==> config.mk <==
export PLATFORM = sky130hd
export DESIGN_NAME = mcycle_ctrl
export DESIGN_NICKNAME = d
export VERILOG_FILES = /design/src/rtl/mcycle_ctrl.sv
export SDC_FILE = /design/constraint.sdc
export NUM_CORES = 2
export LEC_CHECK = 0
export ABC_CLOCK_PERIOD_IN_PS = 13700
export BUFFER_PORTS_ARGS = -buffer_cell sky130_fd_sc_hd__buf_2
export CORE_ASPECT_RATIO = 1.75
export CORE_MARGIN = 1.5
export CORE_UTILIZATION = 47
export DETAILED_ROUTE_END_ITERATION = 16
export HOLD_SLACK_MARGIN = 0.1
export PLACE_DENSITY = 0.7
export SYNTH_ARGS = -nofsm -noshare
export SYNTH_HDL_FRONTEND = slang
export SYNTH_SLANG_ARGS = --single-unit
export TNS_END_PERCENT = 10
==> constraint.sdc <==
create_clock -name i_clk -period 13.7 [get_ports i_clk]
set_clock_uncertainty 0.05 [all_clocks]
set_input_delay 0.685 -clock i_clk [delete_from_list [all_inputs] [get_ports i_clk]]
set_output_delay 0.685 -clock i_clk [all_outputs]
set_load 0.01 [all_outputs]
==> src/rtl/mcycle_ctrl.sv <==
// Multi-cycle MUL/DIV unit: MUL through a MUL_LATENCY-deep product pipeline, DIV through a radix-2 restoring divider.
// Latency from the start edge: MUL = MUL_LATENCY+1 edges, DIV = WIDTH+2 edges (divide-by-zero = 2 edges with MCYCLE_DIV0_FAST_EN).
// No queueing: i_start is sampled only in IDLE, o_busy stalls the core, and o_done pulses for one cycle with registered results.
module mcycle_ctrl #(
    parameter int WIDTH       = 32,
    parameter int MUL_LATENCY = 2
) (
    input  logic             i_clk,
    input  logic             i_rst_n,
    input  logic             i_start,
    input  logic [1:0]       i_mcycle_op,
    input  logic [WIDTH-1:0] i_operand1,
    input  logic [WIDTH-1:0] i_operand2,
    output logic [WIDTH-1:0] o_result1,
    output logic [WIDTH-1:0] o_result2,
    output logic             o_busy,
    output logic             o_done
);

    localparam int CW = $clog2(WIDTH);

    typedef enum logic [2:0] {IDLE, MUL_WAIT, DIV_RUN, DIV_FIX, DONE} state_t;

    state_t             state, state_nxt;
    logic [1:0]         op_q;
    logic [WIDTH-1:0]   opa_q, opb_q;
    logic               mul_launch;
    logic               div_prep;
    logic [CW-1:0]      cnt;
    logic [WIDTH-1:0]   div_rem, div_quo, div_dsr;
    logic               busy_q, done_q;
    logic [WIDTH-1:0]   res1_q, res2_q;

    // MUL datapath: extend to 2*WIDTH so one truncated product serves both signednesses.
    logic [2*WIDTH-1:0] mul_a, mul_b, mul_p, mul_out;
    logic               mul_out_vld;

    assign mul_a = op_q[0] ? {{WIDTH{1'b0}}, opa_q} : {{WIDTH{opa_q[WIDTH-1]}}, opa_q};
    assign mul_b = op_q[0] ? {{WIDTH{1'b0}}, opb_q} : {{WIDTH{opb_q[WIDTH-1]}}, opb_q};
    assign mul_p = mul_a * mul_b;

    generate
        if (MUL_LATENCY == 0) begin : g_mul_comb
            assign mul_out     = mul_p;
            assign mul_out_vld = mul_launch;
        end else begin : g_mul_pipe
            logic [2*WIDTH-1:0]   pipe_dat [MUL_LATENCY];
            logic [MUL_LATENCY-1:0] pipe_vld;

            always_ff @(posedge i_clk or negedge i_rst_n) begin
                if (!i_rst_n) begin
                    for (int i = 0; i < MUL_LATENCY; i++) pipe_dat[i] <= '0;
                    pipe_vld <= '0;
                end else begin
                    pipe_dat[0] <= mul_p;
                    pipe_vld[0] <= mul_launch;
                    for (int i = 1; i < MUL_LATENCY; i++) begin
                        pipe_dat[i] <= pipe_dat[i-1];
                        pipe_vld[i] <= pipe_vld[i-1];
                    end
                end
            end

            assign mul_out     = pipe_dat[MUL_LATENCY-1];
            assign mul_out_vld = pipe_vld[MUL_LATENCY-1];
        end
    endgenerate

    // DIV datapath: unsigned restoring core on magnitudes, signs re-applied in DIV_FIX.
    logic               a_neg, b_neg;
    logic [WIDTH-1:0]   a_mag, b_mag;
    logic [WIDTH:0]     div_shift, div_diff;
    logic [WIDTH-1:0]   div_q_fix, div_r_fix;
    logic [WIDTH-1:0]   fin1, fin2;

    assign a_neg     = !op_q[0] && opa_q[WIDTH-1];
    assign b_neg     = !op_q[0] && opb_q[WIDTH-1];
    assign a_mag     = a_neg ? -opa_q : opa_q;
    assign b_mag     = b_neg ? -opb_q : opb_q;
    assign div_shift = {div_rem, div_quo[WIDTH-1]};
    assign div_diff  = div_shift - {1'b0, div_dsr};

    always_comb begin
        div_q_fix = (a_neg ^ b_neg) ? -div_quo : div_quo;
        div_r_fix = a_neg ? -div_rem : div_rem;
        // Divide by zero is forced explicitly: the signed path would otherwise negate the all-ones quotient.
        if (opb_q == '0) begin
            div_q_fix = '1;
            div_r_fix = opa_q;
        end
    end

    always_comb begin
        fin1 = div_q_fix;
        fin2 = div_r_fix;
        if (state == MUL_WAIT) begin
            fin1 = mul_out[WIDTH-1:0];
            fin2 = mul_out[2*WIDTH-1:WIDTH];
        end
    end

    always_comb begin
        state_nxt = state;
        case (state)
            IDLE: begin
                if (i_start) state_nxt = i_mcycle_op[1] ? DIV_RUN : MUL_WAIT;
            end
            MUL_WAIT: begin
                if (mul_out_vld) state_nxt = DONE;
            end
            DIV_RUN: begin
`ifdef MCYCLE_DIV0_FAST_EN
                if (div_prep && opb_q == '0) state_nxt = DIV_FIX;
`endif
                if (!div_prep && cnt == CW'(WIDTH-1)) state_nxt = DIV_FIX;
            end
            DIV_FIX: state_nxt = DONE;
            DONE:    state_nxt = IDLE;
            default: state_nxt = IDLE;
        endcase
    end

    always_ff @(posedge i_clk or negedge i_rst_n) begin
        if (!i_rst_n) begin
            state      <= IDLE;
            op_q       <= '0;
            opa_q      <= '0;
            opb_q      <= '0;
            mul_launch <= 1'b0;
            div_prep   <= 1'b0;
            cnt        <= '0;
            div_rem    <= '0;
            div_quo    <= '0;
            div_dsr    <= '0;
            busy_q     <= 1'b0;
            done_q     <= 1'b0;
            res1_q     <= '0;
            res2_q     <= '0;
        end else begin
            state      <= state_nxt;
            mul_launch <= 1'b0;
            if (state == IDLE && i_start) begin
                op_q       <= i_mcycle_op;
                opa_q      <= i_operand1;
                opb_q      <= i_operand2;
                mul_launch <= !i_mcycle_op[1];
                div_prep   <= i_mcycle_op[1];
            end
            // First DIV_RUN cycle loads magnitudes; the following WIDTH cycles each retire one quotient bit.
            if (state == DIV_RUN) begin
                if (div_prep) begin
                    div_prep <= 1'b0;
                    div_rem  <= '0;
                    div_quo  <= a_mag;
                    div_dsr  <= b_mag;
                    cnt      <= '0;
                end else begin
                    cnt <= cnt + CW'(1);
                    if (!div_diff[WIDTH]) begin
                        div_rem <= div_diff[WIDTH-1:0];
                        div_quo <= {div_quo[WIDTH-2:0], 1'b1};
                    end else begin
                        div_rem <= div_shift[WIDTH-1:0];
                        div_quo <= {div_quo[WIDTH-2:0], 1'b0};
                    end
                end
            end
            busy_q <= (state_nxt == MUL_WAIT) || (state_nxt == DIV_RUN) || (state_nxt == DIV_FIX);
            done_q <= (state_nxt == DONE);
            if (state_nxt == DONE) begin
                res1_q <= fin1;
                res2_q <= fin2;
            end
        end
    end

    assign o_result1 = res1_q;
    assign o_result2 = res2_q;
    assign o_busy    = busy_q;
    assign o_done    = done_q;

endmodule

==> results.txt <==
Status: completed
Skew-Pair Late Insertion Delay: 0.56 ns
CP Max Fanout: 28
Post-CTS Setup Repair Bufs: 0
Largest net degree at the start of global routing: 102
Final wirelength: 219 mm
Vias in the first global route: 54,700
Slew headroom: 24.2%
Final min period: 10.75 ns
Area Overhead vs Synth: 5.32%
Worst Max-Slew Pin Slew: 1.14 ns
Worst path most repeated cell: fa_1
Drt wl/cell: 24.9 µm
GR Util All Layers: 31.9%
Row cnt: 180
Setup crit start kind: flop
Main synth FF type: dfrtp_1
Reg2Reg Depth: 28
Slowest stage cell, crit path: nor2b_4
Antenna Nets Post-Route: 0
Gpl congestion: 0.991
Total core area: 138,000 µm²
Mapped cell area: 65,400 µm²
Via/cell ratio: 5.58
Synth area leader: fa_1
Congestion Overflow GR: 0
Post-synth EDFFs: 0
Most frequent cells in the layout: 1,611 x inv_1, 1,414 x fa_1, 965 x nand2_1
# IOs: 135
Filler cell count: 12,900
Layout Nets: 8,759
Die Y: 497 µm
Max-slew violations: 0
Final hold vios: 0
First-pass GRT wire length: 330 mm
RSZ-0062 raised after global routing: no
Layout Cells excl Fill: 8,775
Die Area: 142,000 µm²
Netlist cell types: 76
Yosys warns: 0
Final Cycle Share: 78.5%
Post-DP HPWL: 167 mm
CP required: 14.11 ns
Clk slew on worst S/H paths: 0.07 ns
Clock sink count: 367
Final setup vio count: 0
Synth area leaders: fa_1 43%, dfrtp_1 14%, inv_1 9.2%, ha_1 6.7%, nand2_1 5.5%
Layout cells sized above 1: 4.95%
Max incr delay on CP: 0.74 ns
Post-CTS sizing: 0
Die X: 285 µm
CTS tree: yes
Setup_tns: 0 ns
Most common cell after layout, fill and taps aside: inv_1
Clock buffer count from CTS: 35
Worst hold path type: input pin to flop
Iter 0 DRT Violations: 3,687
Antenna violations before repair: 11
Number of remaining DRC errors: 0
Top cell type's share of synthesized area: 43.3%
Final WS setup: 2.95 ns
WHS Path Cells: 3
Max cap viols: 0
Clock buffer depth: 3
Mapped Avg Cell Area: 9.28 µm²
Root Driver: clkbuf_16
Dpl ws: 3.04 ns
Port bufs: 134
Async SR Flop Fraction: 100%
Class of the most critical setup path: flop to flop
Post-Place Cells: 8,706
Hold buffer count at cts: 1
Htree depth: 2
Fmax achieved: 0.0930 GHz
Arrival time at the worst endpoint: 11.16 ns
Critical path capture point type: flop
Initial core utilization: 47.5%
Vias: 49,000
Post-synthesis register bit count: 367
DRT Pass-1 Iters: 6
Cells after Synth: 7,048
Seq/Total Area, Yosys: 14.0%
Syn_nets: 8,883
-- through the flow --
stage	utilization, %	cell area (µm²)	hold WS [ns]
floorplan	-	65400	0.281
global placement	49.1	67600	0.284
detailed placement	49.1	67600	0.285
CTS	50.0	68900	0.248
global route	50.0	68900	0.289
finish	50.0	68900	0.268
-- flip-flops by register name, summed over array words and instances, names as in the netlist, 32 cells and up --
name / cells
opb_q: 32
div_quo: 32
o_result1: 32
div_rem: 32
opa_q: 32
g_mul_pipe.pipe_dat: 64
mul_out: 64
o_result2: 32
div_dsr: 32
-- cell type report --
| class | count | area (µm²) | share of cell area (%) |
|---|---|---|---|
| multi-input combinational | 4683 | 48700 | 70.7 |
| sequential | 367 | 9210 | 13.4 |
| inverter | 1611 | 6050 | 8.78 |
| tap | 1820 | 2280 | 3.31 |
| timing repair buffer | 226 | 1370 | 1.99 |
| clock buffer | 47 | 1020 | 1.48 |
| clock inverter | 16 | 215 | 0.312 |
| antenna | 5 | 12.5 | 0.0182 |
-- routing by layer --
metal  vias up  global-route usage (%)  routed length [µm]
met5         -                       0                  46
met4         6                    30.5               26300
met3       977                    4.38               14200
met2      2305                    57.2              111000
met1     25100                    31.5               66900
li1      20600                       -                   -
-- cell families after synthesis --
kind of cell	count (synthesis)	synth area share [%]
simple gates	1896	13.8
buf+inv	1998	11.5
compound gates	726	6.59
mux	33	0.507
flops	367	14.0
fa+ha+maj	1767	50.0
xor+xnor	261	3.49
-- synthesized netlist by cell type, types with 4 or more instances --
master	count
o22ai_1	6
a31o_2	7
a311oi_1	4
nor2b_1	11
xor2_1	95
ha_1	352
a31oi_1	27
a21oi_1	230
buf_2	14
nand3_1	27
mux2i_1	32
or3_1	15
a211oi_1	40
o21bai_1	16
or2_2	8
nor2_1	174
buf_6	4
o21ai_0	254
fa_1	1414
and2_1	558
nor4b_1	5
nand2b_1	24
a21o_1	39
o21ai_1	5
xnor2_1	166
buf_1	47
and3_1	10
clkbuf_1	322
inv_1	1611
nand4_1	12
nor4_1	16
o211ai_1	14
nor3_1	33
nand4b_1	4
dfrtp_1	367
o31ai_1	25
o41ai_1	16
nand3b_1	4
o21a_1	10
nand2_1	966
or4_1	14
-- worst paths after layout --
check / startpoint / endpoint / slack (ns)
setup reg to reg: op_q[0] / g_mul_pipe.pipe_dat[124] / 2.95
hold reg to reg: g_mul_pipe.pipe_dat[84] / mul_out[20] / 0.29
setup / recovery: op_q[0] / g_mul_pipe.pipe_dat[124] / 2.95
min in group asynchronous: i_rst_n / cnt[1] / 0.67
hold / removal: i_operand1[10] / opa_q[10] / 0.27
max in group asynchronous: i_rst_n / opb_q[19] / 10.54
-- worst max-delay path: cells and delay by family, from the launching register on --
family                   cells  cell delay (ns)
XOR/XNOR                     1             0.19
buffers and inverters        7             0.94
AO/OA/AOI/OAI                3             0.95
AND/OR/NAND/NOR              6             2.22
adder cells (fa/ha/maj)     11             5.65
flip-flops                   1             0.63
Power is not shown: default switching activity piles up to over one toggle a cycle in this logic, so the estimate is an artifact.
